===== src/rtl/alu_div_pkg.sv =====
// rtl/alu_div_pkg.sv - shared types and constants for the ALU divider
package alu_div_pkg;

    localparam int DIV_WIDTH = 32;

    typedef enum logic [1:0] {
        IDLE,
        CALC,
        FIX,
        DONE
    } div_state_t;

    localparam logic [DIV_WIDTH-1:0] DIV0_QUOTIENT = '1;

endpackage


===== src/rtl/div_step.sv =====
// rtl/div_step.sv - one combinational restoring-division step
module div_step
    import alu_div_pkg::*;
#(
    parameter int WIDTH = DIV_WIDTH
) (
    input  logic [WIDTH-1:0] rem,
    input  logic [WIDTH-1:0] q,
    input  logic [WIDTH-1:0] divisor,
    output logic [WIDTH-1:0] next_rem,
    output logic [WIDTH-1:0] next_q
);

    logic [WIDTH:0] shifted;
    logic           borrow;

    always_comb begin
        shifted = {rem, q[WIDTH-1]};
        borrow  = shifted < {1'b0, divisor};
        // When no borrow the difference is below divisor, so WIDTH bits hold it exactly.
        next_rem = borrow ? shifted[WIDTH-1:0] : (shifted[WIDTH-1:0] - divisor);
        next_q   = {q[WIDTH-2:0], ~borrow};
    end

endmodule


===== src/rtl/abs_divider.sv =====
// rtl/abs_divider.sv - multi-cycle signed divider fed by magnitude operands
module abs_divider
    import alu_div_pkg::*;
#(
    parameter int WIDTH = DIV_WIDTH,
    parameter int CNT_W = $clog2(WIDTH + 1)
) (
    input  logic             clk,
    input  logic             rst,
    input  logic             in_valid,
    output logic             in_ready,
    input  logic [WIDTH-1:0] dividend_abs,
    input  logic [WIDTH-1:0] divisor_abs,
    input  logic             dividend_neg,
    input  logic             divisor_neg,
    output logic             out_valid,
    input  logic             out_ready,
    output logic [WIDTH-1:0] quotient,
    output logic [WIDTH-1:0] remainder,
    output logic             div_by_zero
);

    localparam logic [CNT_W-1:0] LAST_STEP = CNT_W'(WIDTH - 1);

    div_state_t       state;
    logic [CNT_W-1:0] cnt;
    logic [WIDTH-1:0] rem_r;
    logic [WIDTH-1:0] q_r;
    logic [WIDTH-1:0] divisor_r;
    logic             dvd_neg;
    logic             dvs_neg;
    logic             div0;
    logic [WIDTH-1:0] next_rem;
    logic [WIDTH-1:0] next_q;

    div_step #(.WIDTH(WIDTH)) u_step (
        .rem      (rem_r),
        .q        (q_r),
        .divisor  (divisor_r),
        .next_rem (next_rem),
        .next_q   (next_q)
    );

    always_ff @(posedge clk) begin
        if (rst) begin
            state       <= IDLE;
            in_ready    <= 1'b1;
            out_valid   <= 1'b0;
            quotient    <= '0;
            remainder   <= '0;
            div_by_zero <= 1'b0;
            cnt         <= '0;
            rem_r       <= '0;
            q_r         <= '0;
            divisor_r   <= '0;
            dvd_neg     <= 1'b0;
            dvs_neg     <= 1'b0;
            div0        <= 1'b0;
        end else begin
            case (state)
                IDLE: begin
                    if (in_valid) begin
                        dvd_neg   <= dividend_neg;
                        dvs_neg   <= divisor_neg;
                        divisor_r <= divisor_abs;
                        q_r       <= dividend_abs;
                        cnt       <= '0;
                        in_ready  <= 1'b0;
                        // Zero divisor skips the iteration; FIX restores the dividend as remainder.
                        if (divisor_abs == '0) begin
                            rem_r <= dividend_abs;
                            div0  <= 1'b1;
                            state <= FIX;
                        end else begin
                            rem_r <= '0;
                            div0  <= 1'b0;
                            state <= CALC;
                        end
                    end
                end
                CALC: begin
                    rem_r <= next_rem;
                    q_r   <= next_q;
                    cnt   <= cnt + CNT_W'(1);
                    if (cnt == LAST_STEP) begin
                        state <= FIX;
                    end
                end
                FIX: begin
                    if (div0) begin
                        quotient    <= WIDTH'(DIV0_QUOTIENT);
                        div_by_zero <= 1'b1;
                    end else begin
                        quotient    <= (dvd_neg ^ dvs_neg) ? (~q_r + WIDTH'(1)) : q_r;
                        div_by_zero <= 1'b0;
                    end
                    remainder <= dvd_neg ? (~rem_r + WIDTH'(1)) : rem_r;
                    out_valid <= 1'b1;
                    state     <= DONE;
                end
                DONE: begin
                    if (out_ready) begin
                        out_valid <= 1'b0;
                        in_ready  <= 1'b1;
                        state     <= IDLE;
                    end
                end
                default: begin
                    state <= IDLE;
                end
            endcase
        end
    end

endmodule


===== config.mk =====
export PLATFORM = sky130hd
export DESIGN_NAME = abs_divider
export DESIGN_NICKNAME = d
export VERILOG_FILES = /design/src/rtl/alu_div_pkg.sv /design/src/rtl/div_step.sv /design/src/rtl/abs_divider.sv
export SDC_FILE = /design/constraint.sdc
export NUM_CORES = 1
export LEC_CHECK = 0
export BUFFER_PORTS_ARGS = -buffer_cell sky130_fd_sc_hd__buf_4
export CAP_MARGIN = 20
export CORE_ASPECT_RATIO = 0.75
export CORE_MARGIN = 8
export CORE_UTILIZATION = 55
export CTS_CLUSTER_SIZE = 12
export DETAILED_ROUTE_END_ITERATION = 16
export PLACE_DENSITY_LB_ADDON = 0.05
export SETUP_SLACK_MARGIN = 0.15
export SLEW_MARGIN = 20
export SYNTH_ARGS = -nofsm -noshare
export SYNTH_HDL_FRONTEND = slang
export SYNTH_SLANG_ARGS = --single-unit
export TNS_END_PERCENT = 1

===== constraint.sdc =====
create_clock -name clk -period 3.74 [get_ports clk]
set_input_delay 0.187 -clock clk [delete_from_list [all_inputs] [get_ports clk]]
set_output_delay 0.187 -clock clk [all_outputs]
set_load 0.05 [all_outputs]

==> results.tsv <==
metric	value	unit
hpwl dp	21730	µm
initial core utilization	55.68	%
Iteration-0 DRC Markers	763	
Async SR Flop Fraction	0	%
I/O pin cnt	137	
VDD IR-drop max	0.7269	mV
Crit Path Class	reg2reg	
Static Leak	4.858	nW
Final setup violation count	0	
synth warn	0	
Placed Cells	1642	
HP Class	in2reg	
Root Buffer	clkbuf_16	
Syn Nets	1431	
mux share of post-synthesis cell area	2.174	%
number of vias per cell	5.884	
Achievable Freq	0.3031	GHz
post-route ant nets	0	
synth unique cells	69	
fin nets	1543	
Compound-Gate Fraction of Synth Area	24.34	%
setup TNS	0	ns
Final period util	88.20	%
buffer depth of the longest clock path	2	
DRC	0	
Fin Clk Skew	0.009541	ns
Vias	9962	
Synth Area in Adders	4.958	%
Overflow after GRT	0	
Die X	173.6	µm
syn_area_per_cell	7.756	µm²
total core area	0.01840	mm²
DRT Pass-1 Iters	5	
die height	134.2	µm
Ant. Diodes	0	
fraction of layout cells with a size suffix above 1	15.28	%
largest cells by area after synthesis	dfxtp_1 34%, a211oi_1 7.0%, nor2_1 6.3%	
register area share after synthesis	34.00	%
WL final	30120	µm
crit start category	flip-flop	
Post-synth EDFFs	0	
Final min period	3.299	ns
CTS sink count	174	
Seq cells post-synth	174	
count of final hold-check violations	0	
reg-to-reg slack, setup	0.44	ns
vias in the first global route	9381	
CTS Buf Count	17	
post-synth top area cell	dfxtp_1	
RSZ-0062 raised after global routing	false	
GPL Wtd Cong	0.9413	
largest net degree at the start of global routing	75	
largest family of logic cells by synthesized area	compound AO/OA/AOI/OAI gates	
buffers added on ports	136	
post-route insts no fill	1693	
Syn Inst Count	1321	
Cell Area, Synth	0.01025	mm²
Max Cap Viol	0	
Worst slew margin	41.24	%
area delta synth->final	19.58	%
H-tree levels	4	
Die ar.	0.02330	mm²
Post-Synth XOR/XNOR Area	7.180	%
Max Transition Viols Final	0	
status	finished clean	
area share of and/or/nand/nor cells after synthesis	21.70	%
Crit. End Element	flip-flop	
FP Rows	43	
share of the synthesized area in the top cell type	34.00	%
first-pass GRT wire length	48590	µm
Worst-Skew Late Latency	0.44	ns
PD cells	1037	mW/mm²
Data arrival, critical path	3.66	ns
CTS tree	built	
critical path fanouts, max	8	
gr usage total	25.15	%
Worst Max-Slew Pin Slew	0.8814	ns
antenna violations before repair	0	
Synth Flop Type	dfxtp_1	
CP Data Required Time	4.10	ns
routed length per placed instance	17.79	µm
Worst-path clk slew	0.08	ns
report_power, final:
part           switching (mW)  leakage, nW  internal (mW)
Clock                   0.880        0.287          0.912
Combinational            5.06         3.14           2.88
Sequential              0.572         1.43           2.41
flip-flops by register name, summed over array words and instances (netlist names):
name / count
remainder: 32
div_by_zero: 1
divisor_r: 32
div0: 1
dvs_neg: 1
in_ready: 1
cnt: 6
rem_r: 32
quotient: 32
state: 2
out_valid: 1
q_r: 32
dvd_neg: 1
cells by family after synthesis:
logic type | count (synthesis)
flops | 174
compound gates | 378
fa+ha+maj | 40
buf+inv | 141
simple gates | 482
mux | 22
xor+xnor | 84
critical path, stage by stage, from the launching register on:
cell      delay (ns)
dfxtp_1         0.39
or4_1           0.60
nor3_2          0.28
nand3_1         0.23
nor4_4          0.28
and3_1          0.33
nand2_1         0.14
o31ai_2         0.44
xnor2_1         0.24
a211oi_1        0.28
cells in the final DEF, fill, tap and decap left out, types with 10 or more instances in the layout:
master and instances:
nand2_1 146, nand4_1 10, a211oi_1 95, a221oi_1 16, nor2b_1 22, a31oi_1 13
dfxtp_1 174, o31ai_1 15, xor2_1 53, nor2_1 170, ha_1 37, nor4_1 12
o21ai_0 61, buf_4 163, inv_1 51, dlygate4sd3_1 19, xnor2_1 31, a21oi_1 104
and3_1 11, nor3_1 49, mux2i_1 20, clkbuf_16 17, nand3_1 17, a21o_1 12
area by class of cell:
type | count | area (µm²)
timing repair buffer | 183 | 1434
clock inverter | 14 | 148.9
multi-input combinational | 1006 | 6246
sequential | 174 | 3483
clock buffer | 18 | 439.2
tap | 247 | 309.0
inverter | 51 | 191.4
fill | 1650 | 6148
routing by layer:
layer | vias to the layer above | wire length [µm] | track usage (%)
li1 | 4948 | - | -
met1 | 4670 | 13800 | 33.28
met2 | 298 | 13600 | 39.87
met3 | 46 | 1999 | 6.010
met4 | 0 | 723 | 8.195
met5 | - | 0 | 0
through the flow:
step	instance area, µm²	utilization (%)	setup WS (ns)	hold slack (ns)	power, mW
6_report	12250	66.59	0.4412	0.004762	12.71
5_1_grt	12250	66.59	0.1969	0.006596	13.69
4_1_cts	12240	66.54	0.4438	0.0008397	12.64
3_5_place_dp	11460	62.31	0.4760	0.4470	10.80
3_3_place_gp	11460	62.31	0.5075	0.4431	10.72
2_1_floorplan	10250	-	0.9284	0.3167	8.775
timing repair:
action | in CTS | in global routing
hold endpoints to repair | 19 | 0
hold buffers | 19 | 0
buffers inserted | 0 | 0
gates resized for setup | 0 | 3
endpoints found under the setup margin | 0 | 1
synthesized netlist by cell type, types with 8 or more instances:
master      n
dfxtp_1   174
nor2_1    171
nand2_1   146
a21oi_1   106
a211oi_1   96
clkbuf_1   69
o21ai_0    63
xor2_1     53
inv_1      51
nor3_1     49
ha_1       39
xnor2_1    31
nor2b_1    23
mux2i_1    20
nand3_1    17
a221oi_1   16
o31ai_1    15
a31oi_1    13
buf_1      13
a21o_1     12
nor4_1     12
and3_1     11
nand4_1    10
a311oi_1    8
o41ai_1     8
worst paths after layout:
kind | start | end | depth (start not counted)
worst max-delay path | q_r[2] | quotient[31] | 9
worst max register to register | q_r[2] | quotient[31] | 9
worst min register to register | divisor_r[11] | divisor_r[11] | 2
worst min-delay path | divisor_abs[30] | divisor_r[30] | 3
Note: power is estimated with default switching activity, not from simulation.
